`config.mk`:
```
export PLATFORM = sky130hd
export DESIGN_NAME = sample_framer
export DESIGN_NICKNAME = d
export VERILOG_FILES = /design/src/rtl/sample_framer_pkg.sv /design/src/rtl/sample_framer.sv
export SDC_FILE = /design/constraint.sdc
export NUM_CORES = 1
export LEC_CHECK = 0
export BUFFER_PORTS_ARGS = -buffer_cell sky130_fd_sc_hd__buf_4
export CAP_MARGIN = 20
export CELL_PAD_IN_SITES_DETAIL_PLACEMENT = 0
export CELL_PAD_IN_SITES_GLOBAL_PLACEMENT = 1
export CORE_MARGIN = 1
export CORE_UTILIZATION = 35
export CTS_CLUSTER_DIAMETER = 40
export DETAILED_ROUTE_END_ITERATION = 8
export MAX_ROUTING_LAYER = met4
export PLACE_DENSITY = 0.8
export SYNTH_ARGS = -nofsm -noshare
export SYNTH_HDL_FRONTEND = slang
export SYNTH_SLANG_ARGS = --single-unit
```
`constraint.sdc`:
```
create_clock -name ap_clk -period 2.3 [get_ports ap_clk]
set_input_delay 0.46 -clock ap_clk [delete_from_list [all_inputs] [get_ports ap_clk]]
set_output_delay 0.46 -clock ap_clk [all_outputs]
set_load 0.02 [all_outputs]
```
`src/rtl/sample_framer_pkg.sv`:
```
// sample_framer_pkg: state encoding and header field layout shared with downstream consumers
package sample_framer_pkg;
    localparam logic [1:0] ST_IDLE = 2'd0;
    localparam logic [1:0] ST_HDR  = 2'd1;
    localparam logic [1:0] ST_FEAT = 2'd2;
    localparam logic [1:0] ST_DONE = 2'd3;
    typedef enum logic [1:0] {
        IDLE = ST_IDLE,
        HDR  = ST_HDR,
        FEAT = ST_FEAT,
        DONE = ST_DONE
    } state_t;
    localparam int IDX_MSB   = 31;
    localparam int IDX_LSB   = 16;
    localparam int LABEL_MSB = 7;
    // Header word: sample index in the top half, label in the low byte, zero between
    function automatic logic [31:0] make_header(input logic [15:0] idx, input logic [7:0] label);
        logic [31:0] h;
        h = '0;
        h[IDX_MSB:IDX_LSB] = idx;
        h[LABEL_MSB:0] = label;
        return h;
    endfunction
endpackage

```
`src/rtl/sample_framer.sv`:
```
// sample_framer: prefixes each block of feature words with an index/label header, frame by frame
module sample_framer
    import sample_framer_pkg::*;
#(
    parameter int FEATURE_WORDS = 512,
    parameter int NUM_SAMPLES   = 4500
) (
    input  logic        ap_clk,
    input  logic        ap_rst_n,
    input  logic        ap_start,
    output logic        ap_done,
    output logic        ap_idle,
    output logic        ap_ready,
    input  logic [31:0] Input_1_V_TDATA,
    input  logic        Input_1_V_TVALID,
    output logic        Input_1_V_TREADY,
    input  logic [31:0] Input_2_V_TDATA,
    input  logic        Input_2_V_TVALID,
    output logic        Input_2_V_TREADY,
    output logic [31:0] Output_1_V_TDATA,
    output logic        Output_1_V_TVALID,
    input  logic        Output_1_V_TREADY
);
    localparam int CW = (FEATURE_WORDS > 1) ? $clog2(FEATURE_WORDS) : 1;

    state_t        state, state_nxt;
    logic [15:0]   sample_idx;
    logic [CW-1:0] word_cnt;
    logic          out_vld;
    logic [31:0]   out_data;
    logic          can_load, hdr_fire, feat_fire, last_word, last_sample, done_fire;
    logic          unused_label_hi;

    assign unused_label_hi = ^Input_2_V_TDATA[31:8];
    assign can_load    = !out_vld || Output_1_V_TREADY;
    assign last_word   = word_cnt == CW'(FEATURE_WORDS - 1);
    assign last_sample = sample_idx == 16'(NUM_SAMPLES - 1);
    assign hdr_fire    = Input_2_V_TREADY && Input_2_V_TVALID;
    assign feat_fire   = Input_1_V_TREADY && Input_1_V_TVALID;

    // Outputs are forced to their idle values while reset is held, even before the first edge
    assign Input_2_V_TREADY  = ap_rst_n && state == HDR && can_load;
    assign Input_1_V_TREADY  = ap_rst_n && state == FEAT && can_load;
    assign Output_1_V_TVALID = ap_rst_n && out_vld;
    assign Output_1_V_TDATA  = ap_rst_n ? out_data : 32'h0;
    assign ap_done           = ap_rst_n && done_fire;
    assign ap_ready          = ap_done;
    assign ap_idle           = !ap_rst_n || (state == IDLE && !out_vld);

    // State register
    always_ff @(posedge ap_clk) begin
        if (!ap_rst_n) state <= IDLE;
        else           state <= state_nxt;
    end

    // Next state; the frame finishes only once the last word has left the output register
    always_comb begin
        state_nxt = state;
        done_fire = 1'b0;
        case (state)
            IDLE: state_nxt = ap_start ? HDR : IDLE;
            HDR:  state_nxt = hdr_fire ? FEAT : HDR;
            FEAT: if (feat_fire && last_word) state_nxt = last_sample ? DONE : HDR;
            DONE: if (!out_vld) begin
                done_fire = 1'b1;
                state_nxt = ap_start ? HDR : IDLE;
            end
            default: state_nxt = IDLE;
        endcase
    end

    // Output register, word counter and sample index
    always_ff @(posedge ap_clk) begin
        if (!ap_rst_n) begin
            out_vld    <= 1'b0;
            out_data   <= '0;
            word_cnt   <= '0;
            sample_idx <= '0;
        end else begin
            if (hdr_fire) begin
                out_vld  <= 1'b1;
                out_data <= make_header(sample_idx, Input_2_V_TDATA[7:0]);
            end else if (feat_fire) begin
                out_vld  <= 1'b1;
                out_data <= Input_1_V_TDATA;
            end else if (Output_1_V_TREADY) begin
                out_vld  <= 1'b0;
            end
            if (feat_fire) begin
                word_cnt <= last_word ? '0 : word_cnt + 1'b1;
                if (last_word && !last_sample) sample_idx <= sample_idx + 16'd1;
            end
            if (done_fire) sample_idx <= '0;
        end
    end
endmodule
```
Yosys cells after proc, flatten, opt, wreduce, memory -nomap -nowiden
Cells that the tools add are included.
{"block": "totals", "input_bits": 70, "ff_bits": 60}
{"block": "classes", "n_mux": 15, "bitwise": 1, "n_reduce_logical": 23, "n_eq_ne": 7, "addsub": 2}
{"cell": "32-bit two-way mux", "n": 3}
{"cell": "16-bit by 1-bit adder with 16-bit output (second input constant)", "n": 1}
{"cell": "16-bit by 13-bit == test with 1-bit output (second input constant)", "n": 1}
{"cell": "1-bit logical AND", "n": 11}
{"cell": "9-bit by 1-bit adder with 9-bit output (second input constant)", "n": 1}
{"cell": "9-bit == test (second input constant)", "n": 1}
{"cell": "9-bit two-way mux", "n": 1}
{"cell": "2-bit two-way mux", "n": 4}
{"cell": "2-bit one-hot mux with 4 select lines", "n": 1}
{"cell": "1-bit two-way mux", "n": 6}
{"cell": "2-bit == test (second input constant)", "n": 2}
{"cell": "2-bit AND reduction", "n": 2}
{"cell": "2-bit OR reduction", "n": 2}
{"cell": "1-bit logical NOT", "n": 3}
{"cell": "3-bit nonzero test", "n": 1}
{"cell": "2-bit by 1-bit == test with 1-bit output (second input constant)", "n": 1}
{"cell": "2-bit logical NOT", "n": 1}
{"cell": "1-bit logical OR", "n": 2}
{"cell": "2-bit by 1-bit inequality test with 1-bit output (second input constant)", "n": 1}
{"cell": "2-bit inequality test (second input constant)", "n": 1}
{"cell": "2-bit nonzero test", "n": 1}
{"cell": "1-bit inverter", "n": 1}

Longest topological paths before layout
{"block": "depth", "depth_word": 7, "ltp_mapped": 9, "ltp_nobuf": 8}

Worst setup path before layout
No wires, ideal clock.
{"block": "synth_path", "path_type": "register to register", "from": "reg word_cnt[0]", "to": "reg sample_idx[2]", "n_path_buf": 1, "path_stages_with_launch": 10, "arrival_time_ps": 1968, "required_time_ps": 2230, "setup_time_ps": 70, "period_less_slack_ps": 2038, "path_slack_ps": 262, "cell_sequence": "dfxtp_1 -> ha_1 -> nand3_1 -> nor2_1 -> ha_1 -> nand2_1 -> or3_1 -> buf_2 -> or4_1 -> a21oi_1"}
{"block": "synth_via", "elab_chain_len": 3}
{"element": "start: declaration", "line_no": "sample_framer.sv:28", "source": "logic [CW-1:0] word_cnt;"}
{"element": "start signal: assignment", "line_no": "sample_framer.sv:90", "source": "word_cnt <= last_word ? '0 : word_cnt + 1'b1;"}
{"element": "9-bit == test", "line_no": "sample_framer.sv:36", "source": "assign last_word = word_cnt == CW'(FEATURE_WORDS - 1);"}
{"element": "1-bit logical AND", "line_no": "sample_framer.sv:91", "source": "if (last_word && !last_sample) sample_idx <= sample_idx + 16'd1;"}
{"element": "2-bit AND reduction (no source line)"}
{"element": "end signal: assignment", "line_no": "sample_framer.sv:91"}
{"element": "end: declaration", "line_no": "sample_framer.sv:27", "source": "logic [15:0] sample_idx;"}
Every way passes these cells.
A chain may end at the register's enable or synchronous reset.

Worst setup path after layout
{"block": "layout_path", "from": "reg word_cnt[0]", "to": "reg sample_idx[13]"}
The elaborated chain is that of the path after synthesis.

==> tab_implementation.tex <==
\begin{tabular}{lr}
\hline
Metric & Value \\
\hline
\multicolumn{2}{l}{\textbf{Route}} \\
Number of DRC violations after detailed routing & 0 \\
Avg WL per Cell & $\sim$13 um \\
Count of TritonRoute iterations in the first routing pass & 4 \\
Number of nets with antenna violations after detailed routing & 0 \\
Post-DR vias/cell & between 5 and 6 \\
DRT Wirelength & just under 8000 um \\
Number of DRC markers after the initial detailed-route iteration & between 100 and 150 \\
Total number of vias & roughly 3k \\
\multicolumn{2}{l}{\textbf{Global routing}} \\
Met2 usage in global routing & 0.293 \\
Met1 track demand over resource in global routing & 0.221 \\
Wire length of the first global-routing pass & between 10000 and 15000 um \\
Most crowded layer after global routing & met2 \\
Global-route total usage across every layer & 0.183 \\
Met3 usage & 0.0515 \\
Number of global-route vias before repair & roughly 2.7k \\
Aggregate global routing overflow & 0 \\
Largest net degree at the start of global routing & 33 \\
Number of antenna violations at the first check in global routing & 0 \\
\multicolumn{2}{l}{\textbf{CTS}} \\
Setup Fix Bufs, Post-CTS & 0 \\
Maximum buffer depth of the clock tree & 2 \\
CTS Buf Count & 9 \\
Clock tree from TritonCTS & built \\
Clock Root Buffer & sky130\_fd\_sc\_hd\_\_clkbuf\_8 \\
Clock slew at the register clock pins of the worst setup and hold paths & approximately 0.070 ns \\
Clk\_lat worst skew & approximately 0.33 ns \\
H-tree levels & 3 \\
CTS Sinks & 60 \\
\multicolumn{2}{l}{\textbf{Synthesis}} \\
Total standard cell area after synthesis & 3020 um2 \\
Top cell type's share of synthesized area & 0.398 \\
Number of register bits inferred by synthesis & 60 \\
Share of synthesized registers carrying an async set or reset & 0 \\
Yosys Warn Count & 0 \\
Most common library cells after synthesis & sky130\_fd\_sc\_hd\_\_nand2\_1 (81), sky130\_fd\_sc\_hd\_\_dfxtp\_1 (60), sky130\_fd\_sc\_hd\_\_and2\_1 (36), sky130\_fd\_sc\_hd\_\_nor2\_1 (36) \\
Synth Net Count & $\sim$470 \\
Cell type with the largest total area after synthesis & sky130\_fd\_sc\_hd\_\_dfxtp\_1 \\
EDFF count, synth & 0 \\
Gate count of the mapped netlist & about 400 \\
Top\_reg\_cell synth & sky130\_fd\_sc\_hd\_\_dfxtp\_1 \\
Most frequent cell after synthesis & sky130\_fd\_sc\_hd\_\_nand2\_1 \\
Largest cells by area after synthesis & sky130\_fd\_sc\_hd\_\_dfxtp\_1 (40\%), sky130\_fd\_sc\_hd\_\_nand2\_1 (10\%), sky130\_fd\_sc\_hd\_\_and2\_1 (7.5\%), sky130\_fd\_sc\_hd\_\_a31oi\_1 (5.0\%), sky130\_fd\_sc\_hd\_\_nor2\_1 (4.5\%) \\
Yosys cell types & 39 \\
Register area share after synthesis & 0.398 \\
Avg Synthesized Cell Area & between 7 and 8 um2 \\
\multicolumn{2}{l}{\textbf{Cells and area}} \\
Diode insertion count for antenna repair & 0 \\
Finished Cell Area & 3930 um2 \\
Number of nets in the layout & $\sim$550 \\
Fraction of final layout cells sized beyond drive strength 1 & 0.231 \\
Final Non-Filler Cells & slightly below 600 \\
Area overhead of the layout relative to synthesis & 29.9\% \\
\multicolumn{2}{l}{\textbf{Setup path}} \\
Number of buffers and inverters on the critical path & 0 \\
Crit. End Element & register \\
Setup slack on the worst flop-to-flop path & around 0.14 ns \\
Critical path start-end classification & register to register \\
Worst Path Required & 2.55 ns \\
Highest-delay cell along the critical path & sky130\_fd\_sc\_hd\_\_or4\_1 \\
Crit path largest cell delay & approximately 0.55 ns \\
Cell type with the highest occurrence count on the critical path & sky130\_fd\_sc\_hd\_\_ha\_1 \\
Crit start category & register \\
Crit-path leading delay family & simple AND/OR/NAND/NOR gates \\
Critical path fanouts, max & 9 \\
CP cell instances & ha\_1 -> nand3\_1 -> nor2\_1 -> ha\_1 -> and3\_1 -> nand3\_2 -> or4\_1 -> a21oi\_1 \\
Arrival time at the worst endpoint & around 2.4 ns \\
\multicolumn{2}{l}{\textbf{Power}} \\
Maximum VDD drop & roughly 0.34 mV \\
Register share of total power & 0.499 \\
Cell internal pwr & between 1.5 and 2 mW \\
Share of power burned in combinational logic & 0.111 \\
Psw & 0.533 mW \\
Part of the power in the clock network & 0.390 \\
Total power density per cell area & 554 nW/um2 \\
Switching fraction of total power & 0.245 \\
LEAKAGE & roughly 1.6 nW \\
\multicolumn{2}{l}{\textbf{Floorplanning}} \\
Die Outline Area & 9010 um2 \\
Area of the core & approximately 8300 um2 \\
Height of the die & about 95 um \\
I/O pins & about 110 \\
DIE WIDTH & between 90 and 100 um \\
Initial cell density of the core & 0.364 \\
Row count & 33 \\
\multicolumn{2}{l}{\textbf{Timing}} \\
Clk\_skew & between 0.008 and 0.009 ns \\
Relative slew slack & 0.592 \\
Slew at the pin with the worst max-slew slack & roughly 0.6 ns \\
Number of slew-limit violations in the final report & 0 \\
Final critical-path setup slack & 0.144 ns \\
Maximum clock rate & 0.464 GHz \\
Final number of hold-violating endpoints & 0 \\
RSZ-0062 raised after global routing & true \\
Final cycle utilization of the critical path & 0.937 \\
Final Setup Violations & 0 \\
Final critical-path required period & about 2.2 ns \\
\multicolumn{2}{l}{\textbf{Place}} \\
Routability congestion estimate & between 0.7 and 0.8 \\
DP Wirelength & between 5000 and 6000 um \\
Count of input and output buffers & 83 \\
Total instance count after detailed placement & around 570 \\
Placement-stage cell area & between 3000 and 4000 um2 \\
Worst slack, placed & 0.119 ns \\
\multicolumn{2}{l}{\textbf{Flow run}} \\
Number of max-cap violations & 0 \\
\multicolumn{2}{l}{\textbf{Hold path}} \\
Hold Crit Class & input pin to register \\
\multicolumn{2}{l}{\textbf{Run status}} \\
Result of the run & complete, no violations \\
\hline
\end{tabular}
[layout make-up]
| cell class | instances | area [um2] |
|---|---|---|
| inverters | 9 | 33.8 |
| flip-flops and latches | 60 | 1200 |
| well taps | 105 | 131 |
| fillers | 859 | 4370 |
| repair buffers | 91 | 708 |
| clock inverters | 4 | 23.8 |
| multi-input cells | 301 | 1670 |
| clock buffers | 12 | 155 |
[flip-flops by register name (all words and copies together) (netlist names)]
signal	count
out_vld	1
state	2
word_cnt	9
sample_idx	16
out_data	32
[worst min-delay path: stages]
cell	delay [ns]
sky130_fd_sc_hd__buf_4	0.10
sky130_fd_sc_hd__nand2_1	0.04
sky130_fd_sc_hd__a21oi_1	0.05
[cells in the final DEF (no fill, tap or decap), drive strengths merged, types with 2 or more instances in the layout]
cell	Yosys	final
buf	14	91
nand2	82	82
dfxtp	60	60
nor2	36	36
and2	36	36
a21oi	24	24
a31oi	24	24
o21ai	13	13
clkbuf	12	12
or3	11	11
nand3	10	10
inv	9	9
and3	8	8
nand4	7	7
ha	7	7
o31ai	6	6
or4	5	5
xnor2	4	4
nor4	4	4
clkinv	0	4
and4	3	3
xor2	3	3
and2b	2	2
nor4b	2	2
o211ai	2	2
[cell families after synthesis]
kind of cell               synth area share
adders and majority gates            0.0290
xor gates and xnor gates             0.0203
muxes                               0.00331
buffers and inverters                0.0509
and+or+nand+nor                       0.354
DFF                                   0.398
AOI/OAI and AO/OA                     0.145
[layer usage]
| layer | routed length (um) | vias to the layer above |
|---|---|---|
| li1 | - | 1516 |
| met3 | 324 | 12 |
| met2 | 3700 | 70 |
| met5 | 0 | - |
| met4 | 129 | 0 |
| met1 | 3570 | 1409 |
[final timing paths]
check / startpoint / depth (start not counted) / to
worst max register to register: word_cnt[0] / 8 / sample_idx[13]
worst max-delay path: word_cnt[0] / 8 / sample_idx[13]
worst min-delay path: Input_1_V_TDATA[13] / 3 / out_data[13]
worst min register to register: out_data[12] / 2 / out_data[12]
[power by group through the flow]
stage | Clock, mW | Sequential, mW | Combinational, mW
global placement | 0 | 1.11 | 0.240
CTS | 0.874 | 1.09 | 0.243
global route | 0.924 | 1.09 | 0.265
detailed placement | 0 | 1.11 | 0.241
finish | 0.848 | 1.09 | 0.241
floorplan | 0 | 1.10 | 0.122
[per-stage QoR]
| stage | setup TNS [ns] | utilization | hold WS, ns | total power [mW] |
|---|---|---|---|---|
| 5_1_grt | -0.00149 | 0.473 | 0.373 | 2.28 |
| 3_3_place_gp | 0 | 0.451 | 0.438 | 1.35 |
| 4_1_cts | 0 | 0.472 | 0.366 | 2.20 |
| 6_report | 0 | 0.473 | 0.379 | 2.17 |
| 3_5_place_dp | 0 | 0.451 | 0.443 | 1.35 |
| 2_1_floorplan | 0 | - | 0.432 | 1.23 |
[what timing repair did]
action                     in CTS  in global routing
hold buffers                    0                  0
resized for setup               0                  1
setup endpoints to repair       0                  2
No activity file was read; power rests on OpenSTA's default activity.
